[src/rtl/b09_serial_tx.sv]
// Framed serial word transmitter feeding the b09 converter's X input.
// Two-word input FIFO, start bit + 8 data bits LSB first + idle gap bits.
module b09_serial_tx #(
    parameter int BIT_DIV  = 1,
    parameter int GAP_BITS = 1
) (
    input  logic       CLOCK,
    input  logic       RESET,
    input  logic [7:0] DATA_IN,
    input  logic       VALID,
    output logic       READY,
    output logic       X,
    output logic       BUSY,
    output logic       WORD_SENT
);

    typedef enum logic [1:0] {IDLE, START, DATA, GAP} state_t;

    localparam logic [7:0] DIV_LAST = 8'(BIT_DIV - 1);
    localparam logic [3:0] GAP_LAST = 4'(GAP_BITS - 1);

    state_t          state_q, state_d;
    logic [7:0]      div_q, div_d;
    logic [3:0]      idx_q, idx_d;
    logic [7:0]      shreg_q, shreg_d;
    logic [1:0][7:0] mem_q, mem_d;
    logic [1:0]      count_q, count_d;
    logic            x_q, x_d;
    logic            busy_q, busy_d;
    logic            ws_q, ws_d;
    logic            ready_q, ready_d;
    logic            bit_end, pop, push;
    logic [1:0]      wr_idx;

    always_comb begin
        state_d = state_q;
        div_d   = div_q;
        idx_d   = idx_q;
        shreg_d = shreg_q;
        pop     = 1'b0;
        ws_d    = 1'b0;
        bit_end = (div_q == DIV_LAST);

        case (state_q)
            IDLE: begin
                if (count_q != 2'd0) begin
                    pop     = 1'b1;
                    state_d = START;
                    div_d   = 8'd0;
                    idx_d   = 4'd0;
                end
            end
            START: begin
                if (bit_end) begin
                    state_d = DATA;
                    div_d   = 8'd0;
                    idx_d   = 4'd0;
                end else begin
                    div_d = div_q + 8'd1;
                end
            end
            DATA: begin
                if (bit_end) begin
                    div_d   = 8'd0;
                    shreg_d = shreg_q >> 1;
                    if (idx_q == 4'd7) begin
                        state_d = GAP;
                        idx_d   = 4'd0;
                    end else begin
                        idx_d = idx_q + 4'd1;
                    end
                end else begin
                    div_d = div_q + 8'd1;
                end
            end
            GAP: begin
                if (bit_end) begin
                    div_d = 8'd0;
                    if (idx_q == GAP_LAST) begin
                        // Chain straight into the next frame when a word is waiting.
                        ws_d  = 1'b1;
                        idx_d = 4'd0;
                        if (count_q != 2'd0) begin
                            pop     = 1'b1;
                            state_d = START;
                        end else begin
                            state_d = IDLE;
                        end
                    end else begin
                        idx_d = idx_q + 4'd1;
                    end
                end else begin
                    div_d = div_q + 8'd1;
                end
            end
            default: state_d = IDLE;
        endcase

        if (pop) shreg_d = mem_q[0];
    end

    // FIFO: head is entry 0; a push lands behind whatever survives the pop.
    always_comb begin
        push    = VALID && ready_q;
        mem_d   = mem_q;
        wr_idx  = count_q - 2'(pop);
        if (pop) mem_d[0] = mem_q[1];
        if (push) mem_d[wr_idx[0]] = DATA_IN;
        count_d = count_q + 2'(push) - 2'(pop);
        ready_d = (count_d != 2'd2);
    end

    always_comb begin
        x_d    = 1'b0;
        busy_d = (state_q != IDLE);
        case (state_q)
            START:   x_d = 1'b1;
            DATA:    x_d = shreg_q[0];
            default: x_d = 1'b0;
        endcase
    end

    always_ff @(posedge CLOCK) begin
        if (!RESET) begin
            state_q <= IDLE;
            div_q   <= 8'd0;
            idx_q   <= 4'd0;
            shreg_q <= 8'd0;
            mem_q   <= '0;
            count_q <= 2'd0;
            x_q     <= 1'b0;
            busy_q  <= 1'b0;
            ws_q    <= 1'b0;
            ready_q <= 1'b1;
        end else begin
            state_q <= state_d;
            div_q   <= div_d;
            idx_q   <= idx_d;
            shreg_q <= shreg_d;
            mem_q   <= mem_d;
            count_q <= count_d;
            x_q     <= x_d;
            busy_q  <= busy_d;
            ws_q    <= ws_d;
            ready_q <= ready_d;
        end
    end

    assign READY     = ready_q;
    assign X         = x_q;
    assign BUSY      = busy_q;
    assign WORD_SENT = ws_q;

endmodule
[config.mk]
export PLATFORM = sky130hd
export DESIGN_NAME = b09_serial_tx
export DESIGN_NICKNAME = d
export VERILOG_FILES = /design/src/rtl/b09_serial_tx.sv
export SDC_FILE = /design/constraint.sdc
export NUM_CORES = 1
export LEC_CHECK = 0
export CORE_MARGIN = 5
export CORE_UTILIZATION = 52
export CTS_CLUSTER_DIAMETER = 200
export DETAILED_ROUTE_END_ITERATION = 12
export GPL_TIMING_DRIVEN = 0
export PLACE_DENSITY = 0.74
export SYNTH_ARGS = -nofsm -noshare
export SYNTH_HDL_FRONTEND = slang
export SYNTH_SLANG_ARGS = --single-unit
[constraint.sdc]
create_clock -name CLOCK -period 2 [get_ports CLOCK]
set_clock_uncertainty 0.05 [all_clocks]
set_input_delay 0.2 -clock CLOCK [delete_from_list [all_inputs] [get_ports CLOCK]]
set_output_delay 0.2 -clock CLOCK [all_outputs]
set_load 0.02 [all_outputs]
==> flow_metrics.py <==
metrics = {
    "floorplan": {
        "start_util_pct": 54.62,
        "num_io_pins": 15,
        "core_area_sq_um": 4086,
        "die_area_sq_um": 5703,
        "rows": 23,
        "die_h_microns": 75.52,
        "die_w_microns": 75.52,
    },
    "setup_path": {
        "start_kind": "flip-flop",
        "worstPathArrival_ns": 2.28,
        "rr_startpoint": "state_q[1]",
        "worst-path-max-fanout": 5,
        "r2r_cells": 10,
        "critPathCapture": "count_q[1]",
        "cp-startpoint": "state_q[1]",
        "r2r_end": "count_q[1]",
        "required_ns": 2.15,
        "crit_path_end_kind": "flip-flop",
        "path_class": "flip-flop to flip-flop",
        "r2r_slack_ns": -0.13,
    },
    "timing": {
        "rsz0062_at_grt": "yes",
        "slew_headroom_pct": 66.22,
        "worst_slack_ns": -0.1311,
        "tns_ns": -0.3338,
        "fin_hold_ws_ns": 0.4267,
        "finalCriticalPeriod_ns": 2.131,
        "fmax_mhz": 469.3,
        "maxSlewViolCount": 0,
        "hold_viol": 0,
        "setup_viol": 12,
        "finalCritPeriodShare_pct": 106.6,
        "tightest_slew_ns": 0.5067,
    },
    "logic_synthesis": {
        "syn-cell-area_sq_um": 2232,
        "syn_inst": 249,
        "ys_ff_latch": 44,
        "ys_types": 48,
        "synth_edf_count": 0,
        "synthFlopType": "dfxtp_1",
        "yosysSeqAreaShare_pct": 39.46,
        "async_flop_share_pct": 0,
        "ys_warn_count": 0,
        "syn_nets": 270,
        "syn_avg_cell_area_sq_um": 8.964,
    },
    "layout": {
        "fin_nets": 307,
        "utilization_pct": 71.13,
        "area_growth_pct": 30.21,
        "drive_above_1_share_pct": 26.48,
        "n_antenna_cell": 0,
    },
    "cts": {
        "cts_made_buffers": 5,
        "htreeDepth": 2,
        "clkTransAtPathRegs_ns": 0.08,
        "clk_latency_ns": 0.30,
        "cts_tree": "built",
        "holdBufCountCts": 0,
        "clockRootBuffer": "clkbuf_8",
        "cts_max_path_buffers": 2,
        "clock_sinks": 44,
    },
    "detailed_routing": {
        "via_per_inst": 5.997,
        "wl_per_cell_microns": 15.85,
        "ant_nets": 0,
        "drc": 0,
        "wl_microns": 5343,
        "first_iter_violations": 124,
        "via_count": 2021,
        "firstDrtPassIters": 4,
    },
    "outcome": {
        "violations": "setup timing",
        "status": "complete, but fails checks",
    },
    "global_routing": {
        "gr-usage-all-layers_pct": 19.34,
        "gr-total-overflow": 0,
        "grt_pass1_wl_microns": 8418,
        "grt_max_degree": 14,
        "grt_pass1_vias": 1802,
        "antenna_found_initial": 0,
    },
    "placed_design": {
        "gp_congestion": 0.8074,
        "portBuffers": 14,
        "hpwlAfterDp_microns": 3361,
    },
    "pwr": {
        "total_leakage_power_nw": 1.100,
        "powerDensity_nw_per_um2": 1462,
        "ir_drop_v": 0.0008629,
        "p_total_mw": 4.250,
    },
    "run": {
        "max_cap_viol_count": 0,
    },
    "min_path": {
        "holdCritPathClass": "flip-flop to flip-flop",
    },
}
==> worst min-delay path by stage <==
stage	from	end	slack [ns]	cells after the start
6_report	mem_q[8]	mem_q[8]	0.43	2
5_1_grt	DATA_IN[7]	mem_q[7]	0.46	2
4_1_cts	mem_q[14]	mem_q[14]	0.43	2
3_5_place_dp	mem_q[14]	mem_q[14]	0.42	2
3_3_place_gp	mem_q[11]	mem_q[11]	0.41	2
2_1_floorplan	DATA_IN[6]	mem_q[14]	0.31	2
==> Yosys cell counts (all sizes together), types with 8 or more instances <==
master    n  area share [%]
nand2    24             4.0
o211ai   17             5.7
a2bb2oi   8             3.1
a21oi    13             2.9
a32oi     8             3.1
ha       10             5.6
nor2     14             2.4
nand3    19             4.3
o21ai     9             2.2
dfxtp    44              39
clkbuf    8             1.3
inv       9             1.5
==> cell usage in the layout, fill, tap and decap left out, types with 5 or more instances in the layout <==
master	netlist	layout
a32oi_1	8	6
nor2_1	14	12
nand2_1	24	23
o211ai_1	17	17
clkbuf_1	8	6
a2bb2oi_1	8	5
dfxtp_1	44	37
o21ai_0	7	6
o211a_1	7	7
clkdlybuf4s50_1	0	14
a21oi_1	13	12
nand3_1	19	19
buf_4	1	16
clkbuf_8	0	5
inv_1	9	5
==> cells by family (layout without fill, tap and decap cells) <==
family,Yosys count,in the layout,share of synthesized area [%]
compound gates,75,75,24.89
fa+ha+maj,10,10,5.605
simple gates,88,88,21.58
buf+inv,23,61,4.316
xor+xnor,8,8,3.139
flops,44,44,39.46
mux,1,1,1.009
==> repair_timing <==
item | in CTS | in global routing
resized for setup | 23 | 24
gates cloned | 0 | 1
buffers inserted | 11 | 4
pin swaps | 5 | 8
endpoints found under the setup margin | 29 | 38
endpoints found under the hold margin | 0 | 0
==> through the flow <==
stage               std cells  instance area, sq um  setup slack, ns
finish                    337                  2907          -0.1311
global placement          313                  2480          -0.3961
global route              337                  2907          -0.1815
CTS                       332                  2770         -0.07218
detailed placement        313                  2480          -0.4122
floorplan                 249                  2277         -0.03223
==> power breakdown <==
group	internal (mW)	switching (mW)
sequential	1.12	0.186
clock	0.371	0.306
combinational	1.06	1.21
total	2.55	1.70
==> registers in the layout, indices dropped and copies added, names as in the netlist <==
signal     flops
count_q        2
BUSY           1
state_q        2
idx_q          4
mem_q         16
X              1
shreg_q        8
READY          1
WORD_SENT      1
div_q          8
==> per-layer routing <==
| layer | track usage [%] | part of all wire (%) | wire length [microns] | vias up |
|---|---|---|---|---|
| met4 | 6.796 | 1.5 | 79 | 0 |
| met1 | 25.59 | 47 | 2524 | 950 |
| li1 | - | - | - | 1008 |
| met2 | 31.26 | 46 | 2462 | 55 |
| met5 | 0 | 0 | 0 | - |
| met3 | 4.090 | 5.2 | 277 | 8 |
==> layout make-up <==
cell class | count | area, sq um
Buffer | 14 | 86.33
Clock buffer | 6 | 72.57
Clock inverter | 2 | 35.03
Fill cell | 302 | 1180
Inverter | 9 | 33.78
Multi-Input combinational cell | 182 | 1440
Sequential cell | 44 | 899.6
Tap cell | 50 | 62.56
Timing Repair Buffer | 30 | 276.5
==> worst max-delay path, stage by stage, from the launching register on <==
cell and delay [ns]:
dfxtp_4 0.37, ha_4 0.17, and4bb_2 0.28, a31oi_4 0.22, nor2_4 0.07, buf_6 0.12
xnor2_2 0.12, ha_2 0.19, xnor2_2 0.14, xnor2_2 0.15, and2_1 0.16
No activity file was read; power rests on OpenSTA's default activity.
